[config.mk]
export PLATFORM = sky130hd
export DESIGN_NAME = sd_perf_reader
export DESIGN_NICKNAME = d
export VERILOG_FILES = /design/src/rtl/sd_perf_pkg.sv /design/src/rtl/counter.sv /design/src/rtl/sd_perf_reader.sv
export SDC_FILE = /design/constraint.sdc
export NUM_CORES = 1
export LEC_CHECK = 0
export ABC_AREA = 1
export CAP_MARGIN = 20
export CORE_MARGIN = 10
export CORE_UTILIZATION = 53
export CTS_CLUSTER_SIZE = 40
export DETAILED_ROUTE_END_ITERATION = 6
export GPL_TIMING_DRIVEN = 0
export PLACE_DENSITY = 0.81
export SETUP_SLACK_MARGIN = 0.15
export SLEW_MARGIN = 25
export SYNTH_ARGS = -nofsm -noshare
export SYNTH_HDL_FRONTEND = slang
export SYNTH_SLANG_ARGS = --single-unit
[constraint.sdc]
create_clock -name clk -period 2.9 [get_ports clk]
set_clock_uncertainty 0.05 [all_clocks]
set_input_delay 0.435 -clock clk [delete_from_list [all_inputs] [get_ports clk]]
set_output_delay 0.435 -clock clk [all_outputs]
set_load 0.1 [all_outputs]
[src/rtl/sd_perf_pkg.sv]
// sd_perf_pkg: shared types and constants for the SD-SPI performance reader.
//   state_t       - reader FSM states
//   BLOCK_BYTES   - SD block size in bytes
//   BYTE_CNT_W    - width of the byte-in-block counter
//   *_SIZE_DEF    - default port widths shared with the autotest FSM
package sd_perf_pkg;

    localparam int unsigned BLOCK_BYTES          = 512;
    localparam int unsigned BYTE_CNT_W           = 9;
    localparam int unsigned N_BLOCK_SIZE_DEF     = 32;
    localparam int unsigned SCLK_SPEED_SIZE_DEF  = 8;
    localparam int unsigned CMD18_SIZE_DEF       = 8;

    typedef enum logic [3:0] {
        IDLE,
        RST_SPI,
        WAIT_RST,
        SEL_BLOCK,
        WAIT_BLOCK,
        REQ_BYTE,
        WAIT_BYTE,
        END_BLOCK,
        STOP,
        DRAIN,
        DONE
    } state_t;

    // A run is in progress (host may be driven); IDLE and DONE are at rest.
    function automatic logic is_active(input state_t s);
        return !(s inside {IDLE, DONE});
    endfunction

endpackage

[src/rtl/counter.sv]
// counter: loadable up/down counter with synchronous active-high reset.
//   clk, rst     - clock, synchronous reset (to ResetVal)
//   load_i       - load load_val_i (has priority over en_i)
//   en_i, down_i - count enable and direction (1 = decrement)
//   value_o      - current count; wraps modulo 2^Width
module counter #(
    parameter int unsigned     Width    = 8,
    parameter logic [Width-1:0] ResetVal = '0
) (
    input  logic             clk,
    input  logic             rst,
    input  logic             load_i,
    input  logic [Width-1:0] load_val_i,
    input  logic             en_i,
    input  logic             down_i,
    output logic [Width-1:0] value_o
);

    logic [Width-1:0] count_q, count_d;

    always_comb begin
        count_d = count_q;
        if (load_i) begin
            count_d = load_val_i;
        end else if (en_i) begin
            count_d = down_i ? count_q - Width'(1) : count_q + Width'(1);
        end
    end

    always_ff @(posedge clk) begin
        if (rst) begin
            count_q <= ResetVal;
        end else begin
            count_q <= count_d;
        end
    end

    assign value_o = count_q;

endmodule

[src/rtl/sd_perf_reader.sv]
// sd_perf_reader: reinitialises the SD-SPI host at a chosen SCLK setting, then reads
// n_blocks 512-byte blocks from START_BLOCK using single-block reads or one multi-block read.
//   clk, rst               - clock, synchronous active-high reset
//   start                  - level, held for the whole run by the autotest
//   n_blocks/sclk_speed/cmd18 - run parameters, latched on start
//   finish                 - run complete (held until start drops)
//   err, crc_err           - sticky host error flags for the run
//   checksum, bytes_read   - byte sum (mod 2^32) and saturating byte count
//   spi_busy/err/crc_err, spi_data_out - host status and read data
//   spi_rst, spi_r_block, spi_r_byte, spi_r_multi_block - host requests
//   spi_block_addr, spi_sclk_speed - block address and latched SCLK code
module sd_perf_reader
    import sd_perf_pkg::*;
#(
    parameter int unsigned N_BLOCK_SIZE    = N_BLOCK_SIZE_DEF,  // multiple of 8
    parameter int unsigned SCLK_SPEED_SIZE = SCLK_SPEED_SIZE_DEF,
    parameter int unsigned CMD18_SIZE      = CMD18_SIZE_DEF,
    parameter logic [31:0] START_BLOCK     = 32'h0
) (
    input  logic                       clk,
    input  logic                       rst,
    input  logic                       start,
    input  logic [N_BLOCK_SIZE-1:0]    n_blocks,
    input  logic [SCLK_SPEED_SIZE-1:0] sclk_speed,
    input  logic [CMD18_SIZE-1:0]      cmd18,
    output logic                       finish,
    output logic                       err,
    output logic                       crc_err,
    output logic [31:0]                checksum,
    output logic [31:0]                bytes_read,
    input  logic                       spi_busy,
    input  logic                       spi_err,
    input  logic                       spi_crc_err,
    input  logic [7:0]                 spi_data_out,
    output logic                       spi_rst,
    output logic                       spi_r_block,
    output logic                       spi_r_byte,
    output logic                       spi_r_multi_block,
    output logic [31:0]                spi_block_addr,
    output logic [SCLK_SPEED_SIZE-1:0] spi_sclk_speed
);

    state_t state_q, state_d;

    logic                       mode_q, mode_d;    // 1 = multi-block (CMD18)
    logic                       abort_q, abort_d;  // DRAIN exits to IDLE instead of DONE
    logic [SCLK_SPEED_SIZE-1:0] sclk_q, sclk_d;
    logic [31:0]                checksum_q, checksum_d;
    logic [31:0]                bytes_read_q, bytes_read_d;
    logic                       err_q, err_d;
    logic                       crc_err_q, crc_err_d;
    logic                       finish_q, finish_d;

    // Counter strobes
    logic run_load;
    logic addr_inc;
    logic blk_dec;
    logic byte_inc;

    logic [N_BLOCK_SIZE-1:0] blk_left;
    logic [BYTE_CNT_W-1:0]   byte_cnt;

    logic capture;
    logic last_byte;
    logic more_blocks;
    logic hw_err;

    assign capture     = (state_q == WAIT_BYTE) && !spi_busy;
    assign last_byte   = (byte_cnt == BYTE_CNT_W'(BLOCK_BYTES - 1));
    assign more_blocks = (blk_left > N_BLOCK_SIZE'(1));
    assign hw_err      = spi_err || spi_crc_err;

    counter #(
        .Width    (32),
        .ResetVal (START_BLOCK)
    ) u_addr_cnt (
        .clk        (clk),
        .rst        (rst),
        .load_i     (run_load),
        .load_val_i (START_BLOCK),
        .en_i       (addr_inc),
        .down_i     (1'b0),
        .value_o    (spi_block_addr)
    );

    counter #(
        .Width    (N_BLOCK_SIZE),
        .ResetVal ('0)
    ) u_blk_cnt (
        .clk        (clk),
        .rst        (rst),
        .load_i     (run_load),
        .load_val_i (n_blocks),
        .en_i       (blk_dec),
        .down_i     (1'b1),
        .value_o    (blk_left)
    );

    // 9-bit byte-in-block counter wraps to 0 naturally after the last byte of a block.
    counter #(
        .Width    (BYTE_CNT_W),
        .ResetVal ('0)
    ) u_byte_cnt (
        .clk        (clk),
        .rst        (rst),
        .load_i     (run_load),
        .load_val_i ('0),
        .en_i       (byte_inc),
        .down_i     (1'b0),
        .value_o    (byte_cnt)
    );

    // State register
    always_ff @(posedge clk) begin
        if (rst) begin
            state_q <= IDLE;
        end else begin
            state_q <= state_d;
        end
    end

    // Next-state logic and counter strobes
    always_comb begin
        state_d  = state_q;
        abort_d  = abort_q;
        run_load = 1'b0;
        addr_inc = 1'b0;
        blk_dec  = 1'b0;
        byte_inc = 1'b0;

        unique case (state_q)
            IDLE: begin
                if (start && !finish_q) begin
                    run_load = 1'b1;
                    abort_d  = 1'b0;
                    state_d  = (n_blocks == '0) ? DONE : RST_SPI;
                end
            end
            RST_SPI:    if (spi_busy)  state_d = WAIT_RST;
            WAIT_RST:   if (!spi_busy) state_d = SEL_BLOCK;
            SEL_BLOCK:  if (spi_busy)  state_d = WAIT_BLOCK;
            WAIT_BLOCK: if (!spi_busy) state_d = REQ_BYTE;
            REQ_BYTE:   if (spi_busy)  state_d = WAIT_BYTE;
            WAIT_BYTE: begin
                if (!spi_busy) begin
                    byte_inc = 1'b1;
                    if (!last_byte) begin
                        state_d = REQ_BYTE;
                    end else if (mode_q) begin
                        // Address advances on every block end so it finishes at
                        // START_BLOCK + n_blocks, matching single-block mode.
                        addr_inc = 1'b1;
                        blk_dec  = 1'b1;
                        state_d  = more_blocks ? REQ_BYTE : STOP;
                    end else begin
                        state_d = END_BLOCK;
                    end
                end
            end
            END_BLOCK: begin
                if (!spi_busy) begin
                    addr_inc = 1'b1;
                    blk_dec  = 1'b1;
                    state_d  = more_blocks ? SEL_BLOCK : DONE;
                end
            end
            STOP:  if (!spi_busy) state_d = DONE;
            DRAIN: if (!spi_busy) state_d = abort_q ? IDLE : DONE;
            DONE:  if (!start)    state_d = IDLE;
            default: state_d = IDLE;
        endcase

        // Error or abort overrides the normal flow; a byte captured this cycle still counts.
        if (is_active(state_q)) begin
            if (!start) begin
                abort_d = 1'b1;
            end
            if (state_q != DRAIN && (hw_err || !start)) begin
                state_d = DRAIN;
            end
        end
    end

    // Datapath registers
    always_comb begin
        mode_d       = mode_q;
        sclk_d       = sclk_q;
        checksum_d   = checksum_q;
        bytes_read_d = bytes_read_q;
        err_d        = err_q;
        crc_err_d    = crc_err_q;
        finish_d     = (state_q == DONE);

        if (run_load) begin
            mode_d       = (cmd18 != '0);
            sclk_d       = sclk_speed;
            checksum_d   = '0;
            bytes_read_d = '0;
            err_d        = 1'b0;
            crc_err_d    = 1'b0;
        end

        if (capture) begin
            checksum_d   = checksum_q + 32'(spi_data_out);
            bytes_read_d = (bytes_read_q == '1) ? bytes_read_q : bytes_read_q + 32'd1;
        end

        if (is_active(state_q)) begin
            if (spi_err)     err_d     = 1'b1;
            if (spi_crc_err) crc_err_d = 1'b1;
        end
    end

    always_ff @(posedge clk) begin
        if (rst) begin
            mode_q       <= 1'b0;
            abort_q      <= 1'b0;
            sclk_q       <= '0;
            checksum_q   <= '0;
            bytes_read_q <= '0;
            err_q        <= 1'b0;
            crc_err_q    <= 1'b0;
            finish_q     <= 1'b0;
        end else begin
            mode_q       <= mode_d;
            abort_q      <= abort_d;
            sclk_q       <= sclk_d;
            checksum_q   <= checksum_d;
            bytes_read_q <= bytes_read_d;
            err_q        <= err_d;
            crc_err_q    <= crc_err_d;
            finish_q     <= finish_d;
        end
    end

    // Output decode: registered state only, never combinational on spi_busy.
    logic block_hold;

    always_comb begin
        block_hold        = state_q inside {SEL_BLOCK, WAIT_BLOCK, REQ_BYTE, WAIT_BYTE};
        spi_rst           = (state_q == RST_SPI);
        spi_r_byte        = (state_q == REQ_BYTE);
        spi_r_block       = block_hold && !mode_q;
        spi_r_multi_block = block_hold && mode_q;
    end

    assign finish         = finish_q;
    assign err            = err_q;
    assign crc_err        = crc_err_q;
    assign checksum       = checksum_q;
    assign bytes_read     = bytes_read_q;
    assign spi_sclk_speed = sclk_q;

endmodule

==> results.yml <==
status:
  status: "finished, final reports clean"
global_routing:
  overflow: 0
  grt_pass1_wl_mm: 51.7
  first_global_vias: 10200
  grt_max_degree: 17
  antenna_found_initial: 0
  grt_usage_pct: 26.4
clock_tree:
  cts_tree: "built"
  ctsHoldBuffers: 0
  clkSinkCount: 154
  clock_latency_ns: 0.43
  cts_root_buf: "clkbuf_16"
  cts_max_path_buffers: 2
  postCtsSetupBuffers: 0
  numCtsBuffers: 17
  htree_levels: 4
  clk_pin_slew_worst_paths_ns: 0.06
final_layout:
  post_layout_nonfiller_instances: 1944
  layout-drive-gt1-share_pct: 4.48
  stdcell_area_um2: 11900
  mostFrequentLayoutCells: "nand2_1 (419), nor2_1 (233), clkdlybuf4s50_1 (168), inv_1 (165), dfxtp_1 (154)"
  mostFrequentLayoutCell: "nand2_1"
  antenna_cells: 0
  nFillCells: 1597
  syn_to_final_growth_pct: 27.5
  layout.nets: 1785
synthesis:
  synth_top_area_share_pct: 33.0
  avgSynthCellArea_um2: 6.17
  synth_xor_area_share_pct: 2.72
  synthMuxAreaShare_pct: 0
  synth_fa_ha_area_share_pct: 2.09
  yosys_warnings: 0
  synth_compound_area_share_pct: 13.7
  ys_seq_area_share_pct: 33.0
  synthesis.area_um2: 9350
  synth_area_leaders: "dfxtp_1 (33%), nand2_1 (17%), nor2_1 (9.4%)"
  ys_seq_elements: 154
  syn_nets: 1594
  synthSimpleGateAreaFrac_pct: 39.6
  synthCells: 1517
  synth_top_family_by_area: "simple AND/OR/NAND/NOR gates"
  yosysTopAreaCell: "dfxtp_1"
  synthDistinctLibCells: 49
setup_path:
  crit_required_ns: 2.41
  crit_path_start: "state_q[3]$_SDFF_PP0_"
  worstPathMaxFanout: 6
  r2r_slack_ns: 0.33
  endpoint_kind: "output pin"
  crit_type: "flip-flop to output pin"
  crit_path_end: "spi_r_multi_block"
  critPathLaunchType: "flip-flop"
  worstReg2RegStart: "u_byte_cnt.value_o[0]$_SDFFE_PP0P_"
  arrival_ns: 2.13
  r2r_cells: 12
  r2r_end: "u_blk_cnt.value_o[2]$_SDFFE_PP0P_"
place:
  io_buffers: 172
  dp_hpwl_mm: 24.9
  dpl_cell_area_um2: 11400
  pre_cts_slack_ns: -0.0785
  routabilityCongestion: 1.00
  dp.cells: 1914
timing:
  tightest_slew_ns: 1.04
  period_share_pct: 90.1
  hold_viol: 0
  setup_ws_ns: 0.286
  max_slew_margin_pct: 30.3
  fin_tns_setup_ns: 0
  rsz0062_at_grt: "true"
  setup_viol: 0
  fin_crit_ns: 2.61
  slew_violations: 0
  fmax_mhz: 383
drt:
  avgViaCountPerCell: 5.58
  drt_first_iter_violations: 1021
  drc: 0
  wl_mm: 32.0
  num_vias: 10800
  firstDrtPassIters: 6
  ant_nets: 0
  wl_per_cell_um: 16.4
floorplan:
  io_pins: 173
  dieArea_um2: 23400
  start_util_pct: 54.1
  design.core.area_um2: 17300
  fp.dieH_um: 153
  die_width_um: 153
  rows: 48
worst_hold_path:
  hold_path_class: "flip-flop to flip-flop"
flow_run:
  maxCapViolations: 0
pwr:
  power_w: 0.00742
  power_density_nw_per_um2: 622
  vdd_drop_max_uv: 467
  cellLeakagePower_nw: 4.60
synth_stat cells, drive strengths merged:
| cell type | count |
|---|---|
| dfxtp | 154 |
| clkinv | 1 |
| ha | 14 |
| o21a | 3 |
| a21o | 4 |
| o21bai | 2 |
| a22oi | 4 |
| nor4 | 7 |
| a32o | 2 |
| nand2 | 421 |
| nand4 | 35 |
| o2111ai | 1 |
| o22ai | 4 |
| a21oi | 114 |
| o211ai | 4 |
| a31oi | 15 |
| and2 | 1 |
| a21boi | 1 |
| a211oi | 1 |
| o31ai | 1 |
| or3 | 1 |
| clkbuf | 19 |
| nor3b | 5 |
| o21ai | 77 |
| inv | 168 |
| nor3 | 46 |
| fa | 1 |
| xnor2 | 15 |
| o221ai | 1 |
| nand3 | 103 |
| or2 | 11 |
| a221oi | 1 |
| xor2 | 14 |
| nor2 | 237 |
| buf | 22 |
| nand3b | 7 |
cell type report:
type / instances / area [um2] / area share, %
multi-input cells: 1153 / 5440 / 45.6
flip-flops and latches: 154 / 3080 / 25.8
repair buffers: 172 / 1700 / 14.3
inverters: 169 / 634 / 5.32
clock buffers: 24 / 502 / 4.21
well taps: 225 / 282 / 2.36
plain buffers: 41 / 199 / 1.67
clock inverters: 6 / 86.3 / 0.724
logic make-up after synthesis:
logic type / after synthesis
and+or+nand+nor: 874
AOI/OAI and AO/OA: 235
DFF: 154
xor gates and xnor gates: 29
buffers and inverters: 210
adders and majority gates: 15
flip-flops by register name (all words and copies together), names as in the netlist, 4 cells and up:
signal / count
u_addr_cnt.value_o: 32
u_byte_cnt.value_o: 9
checksum: 32
bytes_read: 32
state_q: 4
spi_sclk_speed: 8
u_blk_cnt.value_o: 32
per-stage QoR:
| step | utilization (%) | hold slack (ns) |
|---|---|---|
| after global routing | 69.0 | 0.445 |
| after CTS | 69.1 | 0.423 |
| final | 69.0 | 0.421 |
| after global placement | 65.7 | 0.398 |
| after floorplan | - | 0.396 |
| after detailed placement | 65.7 | 0.413 |
critical path: stages, from the launching register on:
cell      delay (ns)
dfxtp_1         0.36
nor2_1          0.29
inv_1           0.10
nor2_1          0.12
o21bai_1        0.12
inv_1           0.08
nor2_1          0.17
buf_2           0.46
worst min path at each step:
stage / start / end / slack (ns) / cells after the start
finish: u_byte_cnt.value_o[8]$_SDFFE_PP0P_ / u_byte_cnt.value_o[8]$_SDFFE_PP0P_ / 0.42 / 2
detailed placement: crc_err$_SDFF_PP0_ / crc_err$_SDFF_PP0_ / 0.41 / 1
global route: u_byte_cnt.value_o[8]$_SDFFE_PP0P_ / u_byte_cnt.value_o[8]$_SDFFE_PP0P_ / 0.44 / 2
CTS: u_byte_cnt.value_o[8]$_SDFFE_PP0P_ / u_byte_cnt.value_o[8]$_SDFFE_PP0P_ / 0.42 / 2
floorplan: abort_q$_SDFF_PP0_ / abort_q$_SDFF_PP0_ / 0.40 / 2
global placement: crc_err$_SDFF_PP0_ / crc_err$_SDFF_PP0_ / 0.40 / 1
power breakdown:
part / leakage [nW] / switching [W] / internal, W
clock network: 0.289 / 0.000900 / 0.00137
logic: 3.07 / 0.00193 / 0.000769
registers: 1.25 / 0.000156 / 0.00229
per-layer routing:
layer / track usage, % / share of wire, % / vias to the layer above
met5: 0 / 0 / -
met4: 9.13 / 2.6 / 0
met3: 6.51 / 9.1 / 76
met2: 43.3 / 46 / 507
met1: 33.1 / 42 / 4928
li1: - / - / 5330
what timing repair did:
action | CTS | global route
gates resized for setup | 8 | 9
setup endpoints to repair | 4 | 4
cloned | 0 | 0
Note: power is estimated with default switching activity, not from simulation.
